## src/rtl/pipelined_control_unit.sv

```systemverilog
// Instruction decode feeding a PIPE_DEPTH-stage control pipeline with load-use interlock
// and a post-transfer flush window. Define CTRL_ILLEGAL_TRAP_EN to add the illegal_inst trap.
module pipelined_control_unit #(
  parameter int unsigned PIPE_DEPTH   = 3,
  parameter int unsigned FLUSH_CYCLES = 2,
  parameter int unsigned ALU_OP_W     = 4
) (
  input  logic                clk,
  input  logic                reset,
  input  logic                in_valid,
  input  logic [6:0]          in_opcode,
  input  logic [3:0]          in_func,
  input  logic [4:0]          in_rd,
  input  logic [4:0]          in_rs1,
  input  logic [4:0]          in_rs2,
  input  logic                stall,
  input  logic                redirect,
  output logic                in_ready,
  output logic                hazard,
`ifdef CTRL_ILLEGAL_TRAP_EN
  output logic                illegal_inst,
`endif
  output logic                ex_valid,
  output logic                ex_branch,
  output logic                ex_jump,
  output logic                ex_reg_reg,
  output logic                ex_mem_rd,
  output logic                ex_mem_wr,
  output logic [ALU_OP_W-1:0] ex_alu_op,
  output logic                wb_valid,
  output logic                wb_en,
  output logic [4:0]          wb_rd
);

  typedef struct packed {
    logic       valid;
    logic       branch;
    logic       jump;
    logic       reg_reg;
    logic       mem_rd;
    logic       mem_wr;
    logic       wb_en;
    logic [3:0] alu;
    logic [4:0] rd;
  } ctrl_t;

  typedef enum logic {RUN, FLUSH} state_t;

  localparam logic [1:0] FLUSH_LOAD = 2'(FLUSH_CYCLES);

  state_t     state_q, state_d;
  logic [1:0] cnt_q, cnt_d;
  logic       started_q;
  ctrl_t      dec;
  ctrl_t      stage_q [PIPE_DEPTH];
  logic       legal, uses_rs2, load_dep, open_slot, accept, transfer;

  assign legal    = (in_opcode[1:0] == 2'b11);
  assign uses_rs2 = legal && ((in_opcode[5:4] == 2'b11) ||
                    ((in_opcode[5:4] == 2'b10) && (!in_opcode[6] || (in_opcode[3:2] == 2'b00))));

  always_comb begin
    dec       = '0;
    dec.valid = 1'b1;
    if (legal) begin
      dec.rd = in_rd;
      case (in_opcode[5:4])
        2'b00: begin
          dec.mem_rd = 1'b1;
          dec.wb_en  = 1'b1;
          dec.alu    = 4'b0001;
        end
        2'b01: begin
          dec.wb_en = 1'b1;
          if (in_opcode[2]) dec.alu = 4'b1101;
          else begin
            case (in_func[2:0])
              3'b000:  dec.alu = 4'b0001;
              3'b001:  dec.alu = 4'b0110;
              3'b010:  dec.alu = 4'b1010;
              3'b011:  dec.alu = 4'b1011;
              3'b100:  dec.alu = 4'b0011;
              3'b101:  dec.alu = in_func[3] ? 4'b1001 : 4'b0111;
              3'b110:  dec.alu = 4'b0100;
              default: dec.alu = 4'b0101;
            endcase
          end
        end
        2'b10: begin
          if (!in_opcode[6]) begin
            dec.mem_wr = 1'b1;
            dec.alu    = 4'b0001;
          end else if (in_opcode[3]) begin
            dec.jump    = 1'b1;
            dec.reg_reg = 1'b1;
            dec.wb_en   = 1'b1;
            dec.alu     = 4'b0001;
          end else if (in_opcode[2]) begin
            dec.jump  = 1'b1;
            dec.wb_en = 1'b1;
            dec.alu   = 4'b0001;
          end else begin
            dec.branch = 1'b1;
            case (in_func[2:1])
              2'b00:   dec.alu = 4'b0010;
              2'b10:   dec.alu = 4'b1010;
              2'b11:   dec.alu = 4'b1011;
              default: dec.alu = 4'b0000;
            endcase
          end
        end
        default: begin
          dec.reg_reg = 1'b1;
          dec.wb_en   = 1'b1;
          case (in_func)
            4'b0000: dec.alu = 4'b0001;
            4'b1000: dec.alu = 4'b0010;
            4'b0001: dec.alu = 4'b0110;
            4'b0010: dec.alu = 4'b1010;
            4'b0011: dec.alu = 4'b1011;
            4'b0100: dec.alu = 4'b0011;
            4'b0101: dec.alu = 4'b0111;
            4'b1101: dec.alu = 4'b1001;
            4'b0110: dec.alu = 4'b0100;
            4'b0111: dec.alu = 4'b0101;
            default: dec.alu = 4'b0000;
          endcase
        end
      endcase
    end
    if (dec.rd == '0) dec.wb_en = 1'b0;
  end

  // A load in EX blocks a consumer of its destination for one slot.
  assign load_dep  = in_valid && stage_q[0].valid && stage_q[0].mem_rd && (stage_q[0].rd != '0) &&
                     ((legal && (stage_q[0].rd == in_rs1)) || (uses_rs2 && (stage_q[0].rd == in_rs2)));
  assign open_slot = started_q && (state_q == RUN) && !redirect && !stall;
  assign hazard    = open_slot && load_dep;
  assign in_ready  = open_slot && !load_dep;
  assign accept    = in_valid && in_ready;

`ifdef CTRL_ILLEGAL_TRAP_EN
  assign transfer = accept && (dec.jump || !legal);

  always_ff @(posedge clk or negedge reset) begin
    if (!reset)                 illegal_inst <= 1'b0;
    else if (accept && !legal)  illegal_inst <= 1'b1;
  end
`else
  assign transfer = accept && dec.jump;
`endif

  always_ff @(posedge clk or negedge reset) begin
    if (!reset) begin
      state_q   <= RUN;
      cnt_q     <= '0;
      started_q <= 1'b0;
    end else begin
      state_q   <= state_d;
      cnt_q     <= cnt_d;
      started_q <= 1'b1;
    end
  end

  always_comb begin
    state_d = state_q;
    cnt_d   = cnt_q;
    if (redirect || ((state_q == RUN) && transfer)) begin
      state_d = FLUSH;
      cnt_d   = FLUSH_LOAD;
    end else if ((state_q == FLUSH) && !stall) begin
      if (cnt_q == 2'd1) begin
        state_d = RUN;
        cnt_d   = '0;
      end else begin
        cnt_d = cnt_q - 2'd1;
      end
    end
  end

  always_ff @(posedge clk or negedge reset) begin
    if (!reset) begin
      for (int unsigned k = 0; k < PIPE_DEPTH; k++) stage_q[k] <= '0;
    end else if (!stall) begin
      stage_q[0] <= accept ? dec : '0;
      for (int unsigned k = 1; k < PIPE_DEPTH; k++) stage_q[k] <= stage_q[k-1];
    end
  end

  assign ex_valid   = stage_q[0].valid;
  assign ex_branch  = stage_q[0].branch;
  assign ex_jump    = stage_q[0].jump;
  assign ex_reg_reg = stage_q[0].reg_reg;
  assign ex_mem_rd  = stage_q[0].mem_rd;
  assign ex_mem_wr  = stage_q[0].mem_wr;
  assign ex_alu_op  = ALU_OP_W'(stage_q[0].alu);
  assign wb_valid   = stage_q[PIPE_DEPTH-1].valid;
  assign wb_en      = stage_q[PIPE_DEPTH-1].wb_en;
  assign wb_rd      = stage_q[PIPE_DEPTH-1].rd;

endmodule

```

## config.mk

```make
export PLATFORM = sky130hd
export DESIGN_NAME = pipelined_control_unit
export DESIGN_NICKNAME = d
export VERILOG_FILES = /design/src/rtl/pipelined_control_unit.sv
export SDC_FILE = /design/constraint.sdc
export NUM_CORES = 1
export LEC_CHECK = 0
export BUFFER_PORTS_ARGS = -buffer_cell sky130_fd_sc_hd__buf_2
export CORE_ASPECT_RATIO = 1.1
export CORE_MARGIN = 5
export CORE_UTILIZATION = 45
export DETAILED_ROUTE_END_ITERATION = 10
export GPL_TIMING_DRIVEN = 0
export PLACE_DENSITY = 0.72
export SLEW_MARGIN = 20
export SYNTH_ARGS = -nofsm -noshare
export SYNTH_HDL_FRONTEND = slang
export SYNTH_SLANG_ARGS = --single-unit
```

## constraint.sdc

```tcl
create_clock -name clk -period 4.84 [get_ports clk]
set_input_delay 0.968 -clock clk [delete_from_list [all_inputs] [get_ports clk]]
set_output_delay 0.968 -clock clk [all_outputs]
set_load 0.02 [all_outputs]
```

==> run_summary.xml, run 1 <==
<?xml version="1.0" encoding="UTF-8"?>
<metrics>
  <group name="timing">
    <metric name="report.final.hold_viol_count" unit="">0</metric>
    <metric name="layout_setup_ws" unit="ns">0.834</metric>
    <metric name="clock_skew" unit="ns">0.00357</metric>
    <metric name="fin_tns_setup" unit="ns">0</metric>
    <metric name="tightestPinTransition" unit="ns">0.749</metric>
    <metric name="slew_viol_final" unit="">0</metric>
    <metric name="timing.max_slew.rel_slack" unit="%">50.1</metric>
    <metric name="setup_viol_count_final" unit="">0</metric>
    <metric name="min_period" unit="ns">4.01</metric>
    <metric name="fmax" unit="MHz">250</metric>
    <metric name="timing.final.crit_share" unit="%">82.8</metric>
    <metric name="rsz0062_at_grt" unit="">no</metric>
  </group>
  <group name="synth">
    <metric name="yosys_warnings" unit="">0</metric>
    <metric name="postSynthCellCount" unit="">196</metric>
    <metric name="synth.yosys.seq_area_share" unit="%">44.6</metric>
    <metric name="ys_seq_elements" unit="">34</metric>
    <metric name="async_reset_ff_share" unit="%">100</metric>
    <metric name="synth_nets" unit="">233</metric>
    <metric name="ys_types" unit="">41</metric>
    <metric name="syn_area" unit="µm²">1910</metric>
    <metric name="synth_enable_flop_cells" unit="">0</metric>
    <metric name="synth_area_per_cell" unit="µm²">9.74</metric>
    <metric name="synth_top_flop_cell" unit="">dfrtp_1</metric>
  </group>
  <group name="global_route">
    <metric name="pin_count_of_the_biggest_net_entering_global_routing" unit="">35</metric>
    <metric name="first_pass_grt_wire_length" unit="µm">7190</metric>
    <metric name="groute.usage.overall" unit="%">16.3</metric>
    <metric name="vias_in_the_first_global_route" unit="">1577</metric>
    <metric name="grt_remaining_overflow" unit="">0</metric>
    <metric name="number_of_antenna_violations_at_the_first_check_in_global_routing" unit="">0</metric>
  </group>
  <group name="layout">
    <metric name="fill_cells" unit="">389</metric>
    <metric name="proportion_of_layout_cells_with_a_drive_suffix_above_1" unit="%">32.9</metric>
    <metric name="top_register" unit="">stage_q</metric>
    <metric name="antennaDiodeCount" unit="">0</metric>
    <metric name="layout.cell_area.non_filler" unit="µm²">2310</metric>
    <metric name="most-common-layout-cells" unit="">buf_2 (49), dfrtp_1 (34), nand2_1 (25)</metric>
    <metric name="final_core_util" unit="%">57.3</metric>
    <metric name="leading_cell_type_in_the_layout_fill_and_taps_excluded" unit="">buf_2</metric>
    <metric name="final_cell_count_no_fill" unit="">304</metric>
    <metric name="number_of_flip_flops_in_the_largest_register" unit="">13</metric>
    <metric name="nNetsFinal" unit="">288</metric>
    <metric name="area_delta_synth_final" unit="%">20.8</metric>
  </group>
  <group name="power">
    <metric name="irDropWorstVdd" unit="mV">0.102</metric>
    <metric name="power.static_leakage" unit="nW">1.18</metric>
    <metric name="power_density" unit="nW/µm²">246</metric>
  </group>
  <group name="clock_tree">
    <metric name="postCtsSetupBuffers" unit="">0</metric>
    <metric name="cts_buffers" unit="">5</metric>
    <metric name="ctsHoldBuffers" unit="">0</metric>
    <metric name="clk_path_buf_depth" unit="">2</metric>
    <metric name="clkSlewWorstSetupHoldPaths" unit="ns">0.06</metric>
    <metric name="clock_tree_from_tritoncts" unit="">done</metric>
    <metric name="clock_tree.htree_level_count" unit="">2</metric>
    <metric name="clock_sinks" unit="">34</metric>
    <metric name="clk-insertion-delay-late" unit="ns">0.29</metric>
    <metric name="clk_root_buffer_cell" unit="">clkbuf_8</metric>
    <metric name="cts-resized-gates" unit="">0</metric>
  </group>
  <group name="placement">
    <metric name="dp_hpwl" unit="µm">3250</metric>
    <metric name="placed_area" unit="µm²">2210</metric>
    <metric name="gp_routability_congestion" unit="">0.870</metric>
    <metric name="buffer_ports.inserted" unit="">48</metric>
    <metric name="worst_slack_placed" unit="ns">0.870</metric>
    <metric name="dp_cells" unit="">296</metric>
  </group>
  <group name="hold_path">
    <metric name="hold_start" unit="">ex_branch$_DFFE_PN0N_</metric>
    <metric name="worst_hold_path_type" unit="">reg2reg</metric>
    <metric name="cell_depth_of_the_worst_hold_path" unit="">2</metric>
    <metric name="hold_path_end" unit="">ex_branch$_DFFE_PN0N_</metric>
  </group>
  <group name="detailed_routing">
    <metric name="detail-route-antenna-nets" unit="">0</metric>
    <metric name="drc_errors" unit="">0</metric>
    <metric name="wl" unit="µm">4290</metric>
    <metric name="viasPerCell" unit="">5.28</metric>
    <metric name="detailedRoute.firstIterationViolations" unit="">109</metric>
    <metric name="routed-via-count" unit="">1606</metric>
    <metric name="drt_pre_antenna_iters" unit="">4</metric>
    <metric name="routedWlPerCell" unit="µm">14.1</metric>
  </group>
  <group name="critical_path">
    <metric name="critical_path_required" unit="ns">3.87</metric>
    <metric name="worstPathArrival" unit="ns">3.04</metric>
    <metric name="r2r_slack" unit="ns">2.44</metric>
    <metric name="critical_path.endpoint_type" unit="">primary output</metric>
    <metric name="ff2ff_path_depth" unit="">6</metric>
    <metric name="beginning_of_the_worst_register_to_register_path" unit="">stage_q[32]$_DFFE_PN0N_</metric>
    <metric name="highest_fanout_seen_on_the_critical_path" unit="">10</metric>
    <metric name="setup.worst_path.class" unit="">in2out</metric>
    <metric name="timing.rr.end" unit="">stage_q[35]$_DFFE_PN0N_</metric>
    <metric name="kind_of_start_point_of_the_critical_path" unit="">input pin</metric>
  </group>
  <group name="floorplanning">
    <metric name="die_width" unit="µm">72.1</metric>
    <metric name="core.rowCount" unit="">24</metric>
    <metric name="core_region_area" unit="µm²">4020</metric>
    <metric name="dieArea" unit="µm²">5650</metric>
    <metric name="floorplan.io_pins" unit="">50</metric>
    <metric name="die-height" unit="µm">78.3</metric>
    <metric name="initial_core_util" unit="%">47.5</metric>
  </group>
  <group name="run">
    <metric name="cap_violations" unit="">0</metric>
  </group>
  <group name="status">
    <metric name="run_status" unit="">finished, final reports clean</metric>
  </group>
</metrics>
-- routing by layer --
| layer | GRT usage [%] | wire length [µm] | vias to the layer above |
|---|---|---|---|
| met4 | 6.77 | 41 | 0 |
| met3 | 4.73 | 250 | 4 |
| li1 | - | - | 792 |
| met5 | 0 | 0 | - |
| met1 | 19.7 | 1880 | 765 |
| met2 | 27.1 | 2120 | 45 |
-- kinds of logic after synthesis --
group / Yosys count / share of synthesized area [%]
AO/OA/AOI/OAI: 46 / 15.7
XOR/XNOR: 10 / 4.59
adder cells (fa/ha/maj): 6 / 3.93
buffers and inverters: 23 / 6.36
flip-flops: 34 / 44.6
multiplexers: 16 / 9.37
other: 1 / 0.196
AND/OR/NAND/NOR: 60 / 15.3
-- stage by stage --
| step | hold WS (ns) | power (W) |
|---|---|---|
| 2_1_floorplan | 0.448 | 0.000328 |
| 3_3_place_gp | 0.463 | 0.000357 |
| 3_5_place_dp | 0.468 | 0.000359 |
| 4_1_cts | 0.484 | 0.000572 |
| 5_1_grt | 0.514 | 0.000596 |
| 6_report | 0.487 | 0.000568 |
-- cells in the mapped netlist, types with 3 or more instances --
| library cell | number | share of area (%) |
|---|---|---|
| dfrtp_1 | 34 | 45 |
| nand2_1 | 25 | 4.9 |
| mux2_2 | 15 | 8.8 |
| o21ai_0 | 12 | 3.1 |
| nor2_1 | 10 | 2.0 |
| buf_4 | 9 | 3.5 |
| a21oi_1 | 8 | 2.1 |
| xor2_1 | 7 | 3.2 |
| clkbuf_1 | 6 | 1.2 |
| ha_1 | 6 | 3.9 |
| inv_1 | 6 | 1.2 |
| nand3_1 | 6 | 1.6 |
| o31ai_1 | 5 | 2.0 |
| a211oi_1 | 3 | 1.2 |
| a21o_1 | 3 | 1.2 |
| nand2b_1 | 3 | 0.98 |
| nor2b_1 | 3 | 0.98 |
| nor3_1 | 3 | 0.79 |
| o21ai_1 | 3 | 0.79 |
| xnor2_1 | 3 | 1.4 |
-- how the worst max path moves through the flow --
stage | start | to | slack [ns] | cells past startpoint
after detailed placement | in_rs2[0] | hazard | 0.87 | 8
after CTS | in_rs2[0] | hazard | 0.85 | 8
final | in_rs2[0] | hazard | 0.83 | 8
after global placement | in_rs2[0] | hazard | 0.85 | 8
after floorplan | in_rs2[0] | hazard | 1.50 | 6
after global routing | in_rs2[4] | hazard | 0.75 | 8
-- critical path, cell delays in order --
cell	delay, ns
buf_2	0.10
xor2_1	0.13
nor4_1	0.39
o2111ai_1	0.24
a21oi_2	0.47
clkbuf_1	0.38
and2_1	0.19
buf_2	0.16
-- power by group --
part,internal (W),switching (W)
Sequential,0.000287,0.00000118
Combinational,0.0000268,0.0000385
Clock,0.000115,0.000100
-- layout make-up --
class                           instances  area, µm²  area share, %
Clock buffer                            7       86.3           3.74
Inverter                                6       22.5          0.977
Multi-Input combinational cell        139        937           40.6
Buffer                                 17       98.8           4.29
Tap cell                               52       65.1           2.82
Timing Repair Buffer                   48        240           10.4
Clock inverter                          1       5.00          0.217
Sequential cell                        34        851           36.9
Power figures use the tool's default switching activity.
==> run 2: changes to the inputs <==
ABC_AREA = 1   (was unset)
PLACE_DENSITY = 0.71   (was 0.72)
clock period = 3.7 ns   (was 4.84 ns; I/O delays follow)
==> run_summary.xml, run 2 <==
<?xml version="1.0" encoding="UTF-8"?>
<metrics>
  <group name="power">
    <metric name="irDropWorstVdd" unit="mV">0.130</metric>
    <metric name="power_density" unit="nW/µm²">328</metric>
    <metric name="power.static_leakage" unit="nW">1.38</metric>
  </group>
  <group name="layout">
    <metric name="number_of_flip_flops_in_the_largest_register" unit="">13</metric>
    <metric name="leading_cell_type_in_the_layout_fill_and_taps_excluded" unit="">nand2_1</metric>
    <metric name="most-common-layout-cells" unit="">nand2_1 (86), buf_2 (50), dfrtp_1 (34)</metric>
    <metric name="nNetsFinal" unit="">362</metric>
    <metric name="final_cell_count_no_fill" unit="">380</metric>
    <metric name="fill_cells" unit="">444</metric>
    <metric name="area_delta_synth_final" unit="%">20.2</metric>
    <metric name="top_register" unit="">stage_q</metric>
    <metric name="antennaDiodeCount" unit="">0</metric>
    <metric name="proportion_of_layout_cells_with_a_drive_suffix_above_1" unit="%">28.5</metric>
    <metric name="layout.cell_area.non_filler" unit="µm²">2480</metric>
  </group>
  <group name="placement">
    <metric name="gp_routability_congestion" unit="">0.913</metric>
    <metric name="placed_area" unit="µm²">2370</metric>
    <metric name="buffer_ports.inserted" unit="">48</metric>
    <metric name="worst_slack_placed" unit="ns">1.13</metric>
    <metric name="dp_hpwl" unit="µm">3670</metric>
    <metric name="dp_cells" unit="">372</metric>
  </group>
  <group name="critical_path">
    <metric name="beginning_of_the_worst_register_to_register_path" unit="">stage_q[34]$_DFFE_PN0N_</metric>
    <metric name="critical_path_required" unit="ns">2.96</metric>
    <metric name="ff2ff_path_depth" unit="">10</metric>
    <metric name="worstPathArrival" unit="ns">1.80</metric>
    <metric name="critical_path.endpoint_type" unit="">primary output</metric>
    <metric name="timing.rr.end" unit="">ex_mem_rd$_DFFE_PN0N_</metric>
    <metric name="critical_path.slowest_cell" unit="">buf_2</metric>
    <metric name="path_cells" unit="">buf_2 -&gt; inv_2 -&gt; nor2_4 -&gt; nand2_2 -&gt; nand2_1 -&gt; nand2_1 -&gt; o21ai_2 -&gt; nand2_2 -&gt; nor2_1 -&gt; buf_2</metric>
    <metric name="worst-path-stages" unit="">10</metric>
    <metric name="cpLargestDelayFamily" unit="">simple AND/OR/NAND/NOR gates</metric>
    <metric name="r2r_slack" unit="ns">2.20</metric>
    <metric name="slowest_delay" unit="ns">0.17</metric>
    <metric name="setup.worst_path.class" unit="">in2out</metric>
    <metric name="buffers_and_inverters_on_the_worst_path" unit="">3</metric>
    <metric name="kind_of_start_point_of_the_critical_path" unit="">input pin</metric>
    <metric name="highest_fanout_seen_on_the_critical_path" unit="">5</metric>
  </group>
  <group name="synth">
    <metric name="synth_enable_flop_cells" unit="">0</metric>
    <metric name="yosys.cell_count.top_type" unit="">nand2_1</metric>
    <metric name="postSynthCellCount" unit="">270</metric>
    <metric name="synth_area_per_cell" unit="µm²">7.65</metric>
    <metric name="ys_seq_elements" unit="">34</metric>
    <metric name="synth_largest_type_area_fraction" unit="%">41.2</metric>
    <metric name="syn_area" unit="µm²">2070</metric>
    <metric name="synth_cell_count_leaders" unit="">nand2_1 (86), dfrtp_1 (34), inv_1 (31)</metric>
    <metric name="synth_top_area_cell" unit="">dfrtp_1</metric>
    <metric name="synth_top_flop_cell" unit="">dfrtp_1</metric>
    <metric name="yosys_warnings" unit="">0</metric>
    <metric name="synth.yosys.seq_area_share" unit="%">41.2</metric>
    <metric name="ys_types" unit="">27</metric>
    <metric name="synth.top_cells.by_area" unit="">dfrtp_1 (41%), nand2_1 (16%), inv_1 (5.6%), nand3_1 (4.4%), o22ai_2 (4.2%)</metric>
    <metric name="synth_nets" unit="">307</metric>
    <metric name="async_reset_ff_share" unit="%">100</metric>
  </group>
  <group name="global_route">
    <metric name="pin_count_of_the_biggest_net_entering_global_routing" unit="">35</metric>
    <metric name="grt_busiest_layer" unit="">met2</metric>
    <metric name="vias_in_the_first_global_route" unit="">1808</metric>
    <metric name="met1_usage" unit="%">18.9</metric>
    <metric name="grt_remaining_overflow" unit="">0</metric>
    <metric name="groute.usage.overall" unit="%">16.9</metric>
    <metric name="grt_util_met2" unit="%">31.0</metric>
    <metric name="number_of_antenna_violations_at_the_first_check_in_global_routing" unit="">0</metric>
    <metric name="first_pass_grt_wire_length" unit="µm">7780</metric>
    <metric name="gr-usage-met3" unit="%">2.97</metric>
  </group>
  <group name="timing">
    <metric name="layout_setup_ws" unit="ns">1.16</metric>
    <metric name="report.final.hold_viol_count" unit="">0</metric>
    <metric name="fmax" unit="MHz">393</metric>
    <metric name="min_period" unit="ns">2.54</metric>
    <metric name="slew_viol_final" unit="">0</metric>
    <metric name="fin_tns_setup" unit="ns">0</metric>
    <metric name="timing.final.crit_share" unit="%">68.7</metric>
    <metric name="setup_viol_count_final" unit="">0</metric>
    <metric name="worst_hold_slack" unit="ns">0.474</metric>
    <metric name="tightestPinTransition" unit="ns">0.747</metric>
    <metric name="rsz0062_at_grt" unit="">no</metric>
    <metric name="clock_skew" unit="ns">0.00814</metric>
    <metric name="timing.max_slew.rel_slack" unit="%">50.2</metric>
  </group>
  <group name="clock_tree">
    <metric name="cts-resized-gates" unit="">0</metric>
    <metric name="cts_buffers" unit="">5</metric>
    <metric name="clock_sinks" unit="">34</metric>
    <metric name="clk_root_buffer_cell" unit="">clkbuf_8</metric>
    <metric name="clk-insertion-delay-late" unit="ns">0.29</metric>
    <metric name="postCtsSetupBuffers" unit="">0</metric>
    <metric name="clkSlewWorstSetupHoldPaths" unit="ns">0.07</metric>
    <metric name="clk_path_buf_depth" unit="">2</metric>
    <metric name="clock_tree_from_tritoncts" unit="">done</metric>
    <metric name="ctsHoldBuffers" unit="">0</metric>
    <metric name="clock_tree.htree_level_count" unit="">2</metric>
  </group>
  <group name="floorplanning">
    <metric name="die_width" unit="µm">74.6</metric>
    <metric name="dieArea" unit="µm²">6050</metric>
    <metric name="core_region_area" unit="µm²">4380</metric>
    <metric name="die-height" unit="µm">81.1</metric>
    <metric name="floorplan.io_pins" unit="">50</metric>
    <metric name="initial_core_util" unit="%">47.2</metric>
    <metric name="core.rowCount" unit="">25</metric>
  </group>
  <group name="detailed_routing">
    <metric name="viasPerCell" unit="">4.81</metric>
    <metric name="drt_pre_antenna_iters" unit="">4</metric>
    <metric name="detailedRoute.firstIterationViolations" unit="">96</metric>
    <metric name="detail-route-antenna-nets" unit="">0</metric>
    <metric name="routedWlPerCell" unit="µm">12.0</metric>
    <metric name="wl" unit="µm">4550</metric>
    <metric name="drc_errors" unit="">0</metric>
    <metric name="routed-via-count" unit="">1829</metric>
  </group>
  <group name="status">
    <metric name="run_status" unit="">finished, final reports clean</metric>
  </group>
  <group name="run">
    <metric name="cap_violations" unit="">0</metric>
  </group>
  <group name="hold_path">
    <metric name="hold_path_end" unit="">wb_rd[2]$_DFFE_PN0N_</metric>
    <metric name="cell_depth_of_the_worst_hold_path" unit="">2</metric>
    <metric name="worst_hold_path_type" unit="">reg2reg</metric>
    <metric name="hold_start" unit="">stage_q[18]$_DFFE_PN0N_</metric>
  </group>
</metrics>
==> run 2: cell types whose count changed after synthesis, moves of 4 or more <==
cell	change
nand2_1	+61
xor2_1	-6
inv_1	+25
nand3_1	+12
o31ai_1	-5
nand4_1	+4
mux2_2	-15
o21ai_2	+4
inv_2	+8
o22ai_2	+7
==> run 2: how the worst max path moves through the flow <==
stage | from | endpoint | slack [ns]
after global placement | in_opcode[5] | hazard | 1.15
after global routing | in_opcode[5] | hazard | 1.03
after detailed placement | in_opcode[5] | hazard | 1.13
after floorplan | in_rs2[3] | hazard | 1.41
after CTS | in_opcode[5] | hazard | 1.13
final | in_opcode[5] | hazard | 1.16
==> run 2: kinds of logic after synthesis <==
kind of cell             Yosys count  share of synthesized area (%)
buffers and inverters             55                           12.5
adder cells (fa/ha/maj)            6                           3.63
AO/OA/AOI/OAI                     42                           14.4
AND/OR/NAND/NOR                  129                           26.8
other                              1                          0.182
flip-flops                        34                           41.2
XOR/XNOR                           3                           1.27
==> run 2: power by group <==
group          leakage [nW]  total [W]  internal (W)  switching (W)
combinational         0.860   0.000101     0.0000354      0.0000652
sequential            0.463   0.000376      0.000375     0.00000131
clock                0.0579   0.000337      0.000198       0.000139
total                  1.38   0.000814      0.000608       0.000206
==> run 2: metrics by stage <==
step                power [W]  utilization (%)
finish               0.000814             56.7
global route         0.000848             56.7
CTS                  0.000820             56.7
detailed placement   0.000485             54.2
global placement     0.000483             54.2
floorplan            0.000441                -
==> run 2: final cells by class <==
cell class	instances	area (µm²)	share of cell area (%)
buffer	16	113	4.54
inverter	39	146	5.90
multi-input combinational	181	956	38.5
clock buffer	5	68.8	2.77
tap	54	67.6	2.72
timing repair buffer	48	240	9.68
sequential	34	851	34.3
clock inverter	3	40.0	1.61
==> run 2: routing by layer <==
| layer | routed length (µm) | share of wire, % |
|---|---|---|
| met1 | 1880 | 41 |
| met2 | 2340 | 51 |
| met3 | 258 | 5.7 |
| met4 | 76 | 1.7 |
| met5 | 0 | 0 |
==> run 2: tightest hold or removal path, delay by kind of cell, from the launching register on <==
kind / cells / cell delay (ns)
flip-flops: 1 / 0.34
AND/OR/NAND/NOR: 2 / 0.10
